<file path="src/rtl/support_seq.sv">
// Board reset/boot sequencer with button debounce; SUPPORT_CALIB_TIMEOUT_EN adds a calibration watchdog.
// Latency: all outputs registered; state change 1 cycle after btn_press; press reported <= (DEB_TICKS+1)*TICK_DIV+3 cycles.
// Backpressure: none; every input is sampled each cycle and no handshake can stall the sequencer.
module support_seq #(
    parameter int TICK_DIV      = 4096,
    parameter int DEB_TICKS     = 10,
    parameter int NUM_BTN       = 4,
    parameter int DCM_CYCLES    = 64,
    parameter int RST_CYCLES    = 16,
    parameter int BOOT_CYCLES   = 4,
    parameter int CALIB_TIMEOUT = 1048576
) (
    input  logic               sysclk,
    input  logic               reset_n,
    input  logic [NUM_BTN-1:0] button,
    input  logic               lpddr_calib_done,
    input  logic               int_ack,
    output logic               dcm_reset,
    output logic               lpddr_reset,
    output logic               cpu_reset,
    output logic               boot,
    output logic               halt,
    output logic               interrupt,
    output logic [NUM_BTN-1:0] btn_press,
    output logic               calib_err
);

    localparam int PW        = $clog2(TICK_DIV);
    localparam int PM1       = (DCM_CYCLES > RST_CYCLES) ? DCM_CYCLES : RST_CYCLES;
    localparam int PHASE_MAX = (PM1 > BOOT_CYCLES) ? PM1 : BOOT_CYCLES;
    localparam int CW        = $clog2(PHASE_MAX + 1);

    typedef enum logic [2:0] {
        S_INIT, S_MEMRST, S_CALIB, S_CPURST, S_BOOT, S_RUN
    } state_t;

    logic [PW-1:0]                       pre_cnt;
    logic                                tick;
    logic [NUM_BTN-1:0]                  sync_meta, sync_q;
    logic [NUM_BTN-1:0][DEB_TICKS-2:0]   hist, hist_nxt;
    logic [NUM_BTN-1:0]                  deb, deb_nxt;
    logic [DEB_TICKS-1:0]                shifted;

    state_t         state, state_nxt;
    logic [CW-1:0]  phase_cnt, phase_nxt;
    logic           calib_expire;
    logic           entering_rst;
    logic           dcm_nxt, lpddr_nxt, cpu_nxt, boot_nxt, halt_nxt, int_nxt;

    assign tick = (pre_cnt == PW'(TICK_DIV - 1));

    // Histories hold the previous DEB_TICKS-1 tick samples; the live sample completes the window.
    always_comb begin
        hist_nxt = hist;
        deb_nxt  = deb;
        shifted  = '0;
        for (int i = 0; i < NUM_BTN; i++) begin
            if (tick) begin
                shifted     = {hist[i], sync_q[i]};
                hist_nxt[i] = shifted[DEB_TICKS-2:0];
                if (&shifted)
                    deb_nxt[i] = 1'b1;
                else if (~|shifted)
                    deb_nxt[i] = 1'b0;
            end
        end
    end

    always_ff @(posedge sysclk or negedge reset_n) begin
        if (!reset_n) begin
            pre_cnt   <= '0;
            sync_meta <= '0;
            sync_q    <= '0;
            hist      <= '0;
            deb       <= '0;
            btn_press <= '0;
        end else begin
            pre_cnt   <= tick ? '0 : pre_cnt + 1'b1;
            sync_meta <= button;
            sync_q    <= sync_meta;
            hist      <= hist_nxt;
            deb       <= deb_nxt;
            btn_press <= deb_nxt & ~deb;
        end
    end

`ifdef SUPPORT_CALIB_TIMEOUT_EN
    localparam int CTW = $clog2(CALIB_TIMEOUT + 1);
    logic [CTW-1:0] calib_cnt;

    assign calib_expire = (state == S_CALIB) && !lpddr_calib_done &&
                          (calib_cnt == CTW'(CALIB_TIMEOUT - 1));

    always_ff @(posedge sysclk or negedge reset_n) begin
        if (!reset_n) begin
            calib_cnt <= '0;
            calib_err <= 1'b0;
        end else begin
            calib_cnt <= (state == S_CALIB) ? calib_cnt + 1'b1 : '0;
            if (calib_expire)
                calib_err <= 1'b1;
        end
    end
`else
    localparam int unused_calib_timeout = CALIB_TIMEOUT;
    assign calib_expire = 1'b0;
    assign calib_err    = 1'b0;
`endif

    always_ff @(posedge sysclk or negedge reset_n) begin
        if (!reset_n) begin
            state     <= S_INIT;
            phase_cnt <= CW'(DCM_CYCLES - 1);
        end else begin
            state     <= state_nxt;
            phase_cnt <= phase_nxt;
        end
    end

    always_comb begin
        state_nxt = state;
        case (state)
            S_INIT:   if (phase_cnt == '0) state_nxt = S_MEMRST;
            S_MEMRST: if (phase_cnt == '0) state_nxt = S_CALIB;
            S_CALIB:  if (lpddr_calib_done || calib_expire) state_nxt = S_CPURST;
            S_CPURST: if (phase_cnt == '0) state_nxt = S_BOOT;
            S_BOOT:   if (phase_cnt == '0) state_nxt = S_RUN;
            S_RUN:    state_nxt = S_RUN;
            default:  state_nxt = S_INIT;
        endcase
        // Full reset outranks warm reset when both presses land together.
        if (btn_press[0] && state != S_INIT && state != S_MEMRST)
            state_nxt = S_MEMRST;
        else if (btn_press[1] && state == S_RUN)
            state_nxt = S_CPURST;

        phase_nxt = phase_cnt;
        if (state_nxt != state) begin
            case (state_nxt)
                S_INIT:   phase_nxt = CW'(DCM_CYCLES - 1);
                S_MEMRST: phase_nxt = CW'(RST_CYCLES - 1);
                S_CPURST: phase_nxt = CW'(RST_CYCLES - 1);
                S_BOOT:   phase_nxt = CW'(BOOT_CYCLES - 1);
                default:  phase_nxt = '0;
            endcase
        end else if (phase_cnt != '0) begin
            phase_nxt = phase_cnt - 1'b1;
        end
    end

    // Outputs decode the upcoming state so the registered copies line up with the state register.
    always_comb begin
        entering_rst = (state_nxt != state) &&
                       (state_nxt == S_MEMRST || state_nxt == S_CPURST);
        dcm_nxt   = (state_nxt == S_INIT);
        lpddr_nxt = (state_nxt == S_MEMRST);
        cpu_nxt   = (state_nxt == S_INIT) || (state_nxt == S_MEMRST) ||
                    (state_nxt == S_CALIB) || (state_nxt == S_CPURST);
        boot_nxt  = (state_nxt == S_BOOT);

        halt_nxt = halt;
        if (entering_rst)
            halt_nxt = 1'b0;
        else if (btn_press[2] && state == S_RUN)
            halt_nxt = ~halt;

        int_nxt = interrupt;
        if (entering_rst || int_ack)
            int_nxt = 1'b0;
        else if (btn_press[3] && state == S_RUN)
            int_nxt = 1'b1;
    end

    always_ff @(posedge sysclk or negedge reset_n) begin
        if (!reset_n) begin
            dcm_reset   <= 1'b1;
            lpddr_reset <= 1'b0;
            cpu_reset   <= 1'b1;
            boot        <= 1'b0;
            halt        <= 1'b0;
            interrupt   <= 1'b0;
        end else begin
            dcm_reset   <= dcm_nxt;
            lpddr_reset <= lpddr_nxt;
            cpu_reset   <= cpu_nxt;
            boot        <= boot_nxt;
            halt        <= halt_nxt;
            interrupt   <= int_nxt;
        end
    end

endmodule

</file>
<file path="config.mk">
export PLATFORM = sky130hd
export DESIGN_NAME = support_seq
export DESIGN_NICKNAME = d
export VERILOG_FILES = /design/src/rtl/support_seq.sv
export SDC_FILE = /design/constraint.sdc
export NUM_CORES = 1
export LEC_CHECK = 0
export ABC_CLOCK_PERIOD_IN_PS = 2700
export BUFFER_PORTS_ARGS = -buffer_cell sky130_fd_sc_hd__buf_2
export CAP_MARGIN = 20
export CORE_ASPECT_RATIO = 1.5
export CORE_MARGIN = 1.5
export CORE_UTILIZATION = 50
export DETAILED_ROUTE_END_ITERATION = 10
export HOLD_SLACK_MARGIN = 0.15
export PLACE_DENSITY = 0.73
export SYNTH_ARGS = -nofsm -noshare
export SYNTH_HDL_FRONTEND = slang
export SYNTH_SLANG_ARGS = --single-unit
</file>
<file path="constraint.sdc">
create_clock -name sysclk -period 2.7 [get_ports sysclk]
set_input_delay 0.54 -clock sysclk [delete_from_list [all_inputs] [get_ports sysclk]]
set_output_delay 0.54 -clock sysclk [all_outputs]
set_load 0.05 [all_outputs]
</file>
==> impl_metrics.sql, run 1 <==
INSERT INTO impl_metrics (metric_group, metric, value, unit) VALUES
('clock_tree', 'clk-insertion-delay-late', '0.35', 'ns'),
('clock_tree', 'cts.repair.resized', '0', ''),
('clock_tree', 'tritoncts.num_buffers', '9', ''),
('placement', 'gp_routability_congestion', '0.908', ''),
('global_route', 'grt_start_max_net_pins', '65', ''),
('die', 'die_height', '105', 'um'),
('setup_path', 'gate_family_responsible_for_the_most_delay_along_the_worst_path', 'simple AND/OR/NAND/NOR gates', ''),
('setup_path', 'timing.critical_path.fanout_max', '25', ''),
('clock_tree', 'cts.clk_slew.worst_paths', '0.08', 'ns'),
('global_route', 'grt_pass1_wl', '11400', 'um'),
('synth', 'synth.cells.most_frequent', 'nand2_1 (127), dfrtp_1 (72), nor2_1 (21)', ''),
('timing', 'layout_min_cycle_time', '2.16', 'ns'),
('setup_path', 'critPathLaunchType', 'flop', ''),
('die', 'placement_rows', '37', ''),
('power_and_ir_drop', 'total_power', '2.01', 'mW'),
('drt', 'detail_route.drc_violations', '0', ''),
('timing', 'final_hold_viol_count', '0', ''),
('setup_path', 'worst_ep_required_time', '2.98', 'ns'),
('synth', 'synthDistinctLibCells', '49', ''),
('synth', 'edff_count_synth', '0', ''),
('global_route', 'grt_overflow', '0', ''),
('status', 'run_status', 'completed', ''),
('drt', 'detail_route.iter0.violations', '139', ''),
('layout', 'finished_cell_area', '3850', 'um2'),
('synth', 'post_synthesis_sequential_area_ratio', '57.5', '%'),
('drt', 'finalWirelength', '6380', 'um'),
('power_and_ir_drop', 'power.density_cell_area', '524', 'nW/um2'),
('die', 'effective_utilization_at_floorplan', '51.4', '%'),
('placement', 'postPlaceCellArea', '3660', 'um2'),
('global_route', 'number_of_antenna_violations_at_the_first_check_in_global_routing', '0', ''),
('setup_path', 'endpoint_kind_of_the_worst_setup_timing_path', 'flop', ''),
('timing', 'max_clock_freq', '0.463', 'GHz'),
('synth', 'yosysWarnings', '0', ''),
('power_and_ir_drop', 'power.static_leakage', '1.95', 'nW'),
('layout', 'nNetsFinal', '396', ''),
('timing', 'final.period_utilization', '80.0', '%'),
('global_route', 'first_global_vias', '2602', ''),
('timing', 'worst_slew_pin_slew', '0.487', 'ns'),
('layout', 'insertedDiodeCount', '0', ''),
('synth', 'synth_cells', '368', ''),
('synth', 'synthTopCellsByArea', 'dfrtp_1 (51%), nand2_1 (14%), dfstp_2 (6.0%)', ''),
('timing', 'fin_tns_setup', '0', 'ns'),
('synth', 'synth_area', '3500', 'um2'),
('setup_path', 'worst_path_max_delay_cell', 'or4_1', ''),
('die', 'core_area', '6810', 'um2'),
('placement', 'port-buffer-count', '17', ''),
('power_and_ir_drop', 'max-vdd-ir-drop', '0.000319', 'V'),
('timing', 'grt_setup_unrepaired', 'no', ''),
('drt', 'num_vias', '2591', ''),
('die', 'die_x', '71.3', 'um'),
('timing', 'finalSetupViolations', '0', ''),
('drt', 'post_drt_via_cell_ratio', '5.52', ''),
('setup_path', 'worstPathArrival', '2.44', 'ns'),
('die', 'design.die.area', '7520', 'um2'),
('drt', 'drt.antenna.violating_nets', '0', ''),
('flow_run', 'max-cap-violations', '0', ''),
('synth', 'synth_flop_cell', 'dfrtp_1', ''),
('clock_tree', 'clock_sinks', '80', ''),
('setup_path', 'worst-setup-path-type', 'flop to flop', ''),
('clock_tree', 'ctsHtreeMaxLevel', '3', ''),
('setup_path', 'path_buf_inv', '1', ''),
('min_path', 'timing.hold.worst.class', 'input pin to flop', ''),
('setup_path', 'path_cells', 'ha_1 > inv_1 > nor3_4 > nand4_4 > or4_1 > nor2_1', ''),
('layout', 'drive_gt1_share', '12.8', '%'),
('global_route', 'groute.usage.overall', '19.1', '%'),
('synth', 'post_synthesis_net_count', '378', ''),
('clock_tree', 'cts_buffer_depth', '2', ''),
('synth', 'synth_async_sr_flop_share', '100', '%'),
('drt', 'avgRoutedWirePerCell', '13.6', 'um'),
('synth', 'synth.ff_latch_count', '80', ''),
('placement', 'hpwl_detailed', '4430', 'um'),
('clock_tree', 'ctsRootBufferMaster', 'clkbuf_8', ''),
('die', 'ioPinCount', '19', ''),
('clock_tree', 'tritoncts', 'yes', ''),
('timing', 'slew_violations', '0', ''),
('timing', 'slew-limit-headroom', '67.2', '%'),
('timing', 'worst_clock_skew', '0.00569', 'ns'),
('synth', 'synth_top_area_share', '51.5', '%'),
('synth', 'syn-mean-instance-area', '9.51', 'um2'),
('synth', 'synthMostInstantiatedCell', 'nand2_1', ''),
('setup_path', 'critical-path-max-stage-delay', '0.63', 'ns'),
('layout', 'syn_to_final_growth', '9.90', '%'),
('synth', 'yosysTopAreaCell', 'dfrtp_1', ''),
('drt', 'first_pass_iters', '4', '');
-- timing repair --
action                                 4_1_cts  5_1_grt
endpoints found under the hold margin       16        0
setup buffers                                0        0
hold buffers                                 1        0
-- area by class of cell --
type	instances	area [um2]
fillers	620	2960
inverters	8	30.0
multi-input cells	265	1390
clock inverters	5	32.5
repair buffers	22	140
flip-flops and latches	80	2010
clock buffers	11	141
well taps	78	97.6
-- per-layer routing --
layer	up-vias	global-route usage (%)	part of all wire, %
li1	1266	-	-
met1	1268	22.4	41
met2	47	32.5	53
met3	10	4.02	3.2
met4	0	9.84	2.0
met5	-	0	0
-- state kept, by name, indices dropped and copies added, names as in the netlist, 3 cells and up --
signal,cells
hist,36
sync_meta,4
deb,4
sync_q,4
state,3
phase_cnt,7
pre_cnt,12
btn_press,4
-- cell usage in the layout, fill, tap and decap left out, types with 3 or more instances in the layout --
cell        count
mux2i_1         4
clkinvlp_4      3
dfstp_2         8
xor2_1          7
dfrtp_1        72
nand3_1        14
buf_2          16
nor2b_1         3
or4_1           4
nor2_1         21
a31oi_1         4
buf_4           4
a21oi_1         6
xnor2_1         8
inv_1           8
clkbuf_8       10
nor4_1          9
o21ai_0        12
nand4_1         8
nand2_1       127
a211oi_1        3
-- power by group --
| group | internal (mW) | switching [mW] | leakage, nW |
|---|---|---|---|
| Combinational | 0.0112 | 0.0282 | 0.825 |
| Clock | 0.355 | 0.412 | 0.0813 |
| Sequential | 1.20 | 0.00354 | 1.04 |
-- through the flow --
stage / hold slack (ns) / std cells / util [%] / worst slack (ns)
5_1_grt: 0.282 / 469 / 56.5 / 0.303
3_3_place_gp: 0.332 / 452 / 53.8 / 0.622
2_1_floorplan: 0.244 / 368 / - / 0.777
6_report: 0.295 / 469 / 56.5 / 0.539
4_1_cts: 0.275 / 469 / 56.5 / 0.513
3_5_place_dp: 0.337 / 452 / 53.8 / 0.569
-- cell families after synthesis --
kind of cell / after synthesis / share of synthesized area, %
buf+inv: 23 / 2.72
simple gates: 204 / 26.9
xor+xnor: 15 / 3.75
compound gates: 39 / 7.15
mux: 4 / 1.14
other cells: 1 / 0.107
flops: 80 / 57.5
fa+ha+maj: 2 / 0.715
-- path summary, 6_finish.rpt --
path | slack [ns] | to | cells past startpoint | start
setup / recovery | 0.54 | btn_press[2] | 6 | pre_cnt[0]
hold / removal | 0.29 | sync_meta[2] | 1 | button[2]
setup reg to reg | 0.54 | btn_press[2] | 6 | pre_cnt[0]
hold reg to reg | 0.36 | sync_q[2] | 0 | sync_meta[2]
max in group asynchronous | 1.48 | phase_cnt[4] | 3 | reset_n
min in group asynchronous | 0.59 | pre_cnt[2] | 2 | reset_n
-- worst register-to-register path, cell delays in order, from the launching register on --
cell     delay (ns)
dfrtp_1        0.39
ha_1           0.23
inv_1          0.10
nor3_4         0.28
nand4_4        0.33
or4_1          0.64
nor2_1         0.12
No activity file was read; power rests on OpenSTA's default activity.
==> run 2, diff against run 1 <==
- ABC_CLOCK_PERIOD_IN_PS: 2700 -> 1810
- PLACE_DENSITY: 0.73 -> 0.76
- clock period: 2.7 -> 1.81 ns (I/O delays scaled with it)
==> run 2 against run 1 <==
Effect of this change:
- the flow now finishes with violations (setup timing)
- die area is the same
- sequential cell count is the same
- combinational power grew 75%
- sequential power grew 49%
- sequential share of layout area shrank 5.1 points
- via count grew 7.3%
- global-route usage grew 1.4 points
- core utilization grew 6.2 points
- clock skew grew 0.0024 ns
- critical path type unchanged
- critical endpoint is now phase_cnt[1]
- highest routed layer unchanged
==> impl_metrics.sql, run 2 (synthesis gave the netlist of run 1 again) <==
INSERT INTO impl_metrics (metric_group, metric, value, unit) VALUES
('status', 'run_status', 'complete, but fails checks', ''),
('status', 'violations', 'setup timing', ''),
('layout', 'max_flop_register', 'hist', ''),
('drt', 'avgRoutedWirePerCell', '14.2', 'um'),
('global_route', 'global_route.usage.met2', '33.7', '%'),
('power_and_ir_drop', 'max-vdd-ir-drop', '0.000386', 'V'),
('global_route', 'number_of_antenna_violations_at_the_first_check_in_global_routing', '0', ''),
('drt', 'detail_route.iter0.violations', '205', ''),
('drt', 'finalWirelength', '7140', 'um'),
('min_path', 'hold-path-cell-count', '0', ''),
('layout', 'mostFrequentLayoutCells', 'nand2_1 (123), dfrtp_1 (70), buf_4 (31)', ''),
('timing', 'layout_min_cycle_time', '1.88', 'ns'),
('layout', 'largest_register_ff_count', '36', ''),
('layout', 'regArea', '2010', 'um2'),
('layout', 'insertedDiodeCount', '0', ''),
('placement', 'gp_routability_congestion', '0.984', ''),
('global_route', 'groute.usage.overall', '20.6', '%'),
('setup_path', 'endpoint_kind_of_the_worst_setup_timing_path', 'flop', ''),
('layout', 'mostFrequentLayoutCell', 'nand2_1', ''),
('setup_path', 'path_buf_inv', '1', ''),
('timing', 'worst_slew_pin_slew', '0.571', 'ns'),
('setup_path', 'worst_path_max_delay_cell', 'dfstp_2', ''),
('drt', 'num_vias', '2779', ''),
('setup_path', 'worst-setup-path-type', 'flop to flop', ''),
('die', 'core_area', '6810', 'um2'),
('clock_tree', 'tritoncts.num_buffers', '9', ''),
('global_route', 'grt.met3_usage', '4.97', '%'),
('setup_path', 'worstPathArrival', '2.16', 'ns'),
('die', 'placement_rows', '37', ''),
('setup_path', 'path_cells', 'inv_2 > ha_4 > nor3b_4 > a31oi_1 > o221ai_2 > a211oi_2 > mux2i_1', ''),
('drt', 'post_drt_via_cell_ratio', '5.52', ''),
('clock_tree', 'ctsRootBufferMaster', 'clkbuf_8', ''),
('layout', 'filler_cell_count', '561', ''),
('drt', 'drt.antenna.violating_nets', '0', ''),
('global_route', 'global_route.peak_usage_layer', 'met2', ''),
('global_route', 'grt_pass1_wl', '12000', 'um'),
('power_and_ir_drop', 'power.density_cell_area', '703', 'nW/um2'),
('min_path', 'timing.hold.worst.class', 'flop to flop', ''),
('die', 'ioPinCount', '19', ''),
('setup_path', 'number_of_stages_on_the_worst_setup_path', '7', ''),
('clock_tree', 'clock_sinks', '80', ''),
('setup_path', 'critical-path-max-stage-delay', '0.56', 'ns'),
('die', 'effective_utilization_at_floorplan', '51.4', '%'),
('clock_tree', 'clk-insertion-delay-late', '0.35', 'ns'),
('setup_path', 'worst_ep_required_time', '2.08', 'ns'),
('timing', 'max_clock_freq', '0.531', 'GHz'),
('timing', 'worst_clock_skew', '0.00812', 'ns'),
('clock_tree', 'tritoncts', 'yes', ''),
('global_route', 'grt_start_max_net_pins', '46', ''),
('clock_tree', 'ctsHtreeMaxLevel', '3', ''),
('clock_tree', 'cts_buffer_depth', '2', ''),
('clock_tree', 'cts.clk_slew.worst_paths', '0.08', 'ns'),
('timing', 'final_hold_viol_count', '0', ''),
('power_and_ir_drop', 'power.static_leakage', '2.14', 'nW'),
('setup_path', 'gate_family_responsible_for_the_most_delay_along_the_worst_path', 'compound AO/OA/AOI/OAI gates', ''),
('die', 'die_x', '71.3', 'um'),
('global_route', 'met1_usage_in_global_routing', '23.9', '%'),
('layout', 'syn_to_final_growth', '21.9', '%'),
('timing', 'slew-limit-headroom', '62.0', '%'),
('die', 'design.die.area', '7520', 'um2'),
('die', 'die_height', '105', 'um'),
('timing', 'slew_violations', '0', ''),
('timing', 'grt_setup_unrepaired', 'yes', ''),
('global_route', 'grt_overflow', '0', ''),
('placement', 'hpwl_detailed', '4910', 'um'),
('drt', 'detail_route.drc_violations', '0', ''),
('flow_run', 'max-cap-violations', '0', ''),
('drt', 'first_pass_iters', '4', ''),
('layout', 'drive_gt1_share', '25.6', '%'),
('layout', 'post-route-util', '62.7', '%'),
('global_route', 'first_global_vias', '2710', ''),
('setup_path', 'timing.critical_path.fanout_max', '4', ''),
('setup_path', 'critPathLaunchType', 'flop', ''),
('layout', 'multiInputGateArea', '1540', 'um2'),
('layout', 'finished_cell_area', '4270', 'um2'),
('setup_path', 'worstRegToRegCells', '7', ''),
('timing', 'layout_setup_ws', '-0.0744', 'ns'),
('layout', 'reg.largest.list', 'hist (36), pre_cnt (12), phase_cnt (7)', ''),
('timing', 'final.period_utilization', '104', '%'),
('placement', 'port-buffer-count', '17', ''),
('layout', 'nNetsFinal', '430', ''),
('placement', 'postPlaceCellArea', '3910', 'um2'),
('timing', 'finalSetupViolations', '3', '');
## run 2: worst paths after layout
check | start | to | slack [ns]
worst min register to register | sync_meta[2] | sync_q[2] | 0.35
max in group asynchronous | reset_n | pre_cnt[7] | 0.70
min in group asynchronous | reset_n | pre_cnt[11] | 0.55
worst max register to register | phase_cnt[1] | phase_cnt[1] | -0.07
worst max-delay path | phase_cnt[1] | phase_cnt[1] | -0.07
worst min-delay path | sync_meta[2] | sync_q[2] | 0.35
## run 2: timing repair
action,4_1_cts,5_1_grt
setup endpoints to repair,21,18
resized for setup,14,19
hold buffers,6,0
buffers inserted,2,3
hold endpoints to repair,40,0
pin swaps,7,13
## run 2: metrics by stage
stage	cells	worst slack (ns)	power, mW	setup TNS [ns]	hold WS, ns
after floorplan	368	0.0187	1.85	0	0.0664
after global placement	477	-0.0731	1.90	-0.235	0.332
after detailed placement	477	-0.147	1.90	-1.14	0.336
after CTS	500	-0.00611	3.03	-0.0115	0.353
after global routing	503	-0.0920	3.11	-0.824	0.354
final	503	-0.0744	3.00	-0.122	0.349
## run 2: per-layer routing
layer	share of wire, %	vias up
li1	-	1340
met1	41	1350
met2	52	63
met3	3.5	26
met4	3.9	0
met5	0	-
## run 2: layout make-up
class / instances / area share, %
inverter: 8 / 0.704
clock buffer: 12 / 3.40
sequential: 80 / 47.2
tap: 78 / 2.29
multi-input combinational: 265 / 36.0
clock inverter: 4 / 0.469
timing repair buffer: 56 / 9.94
## run 2: report_power, final
group / internal (mW) / switching [mW]
clock: 0.527 / 0.604
combinational: 0.0248 / 0.0441
sequential: 1.80 / 0.00453
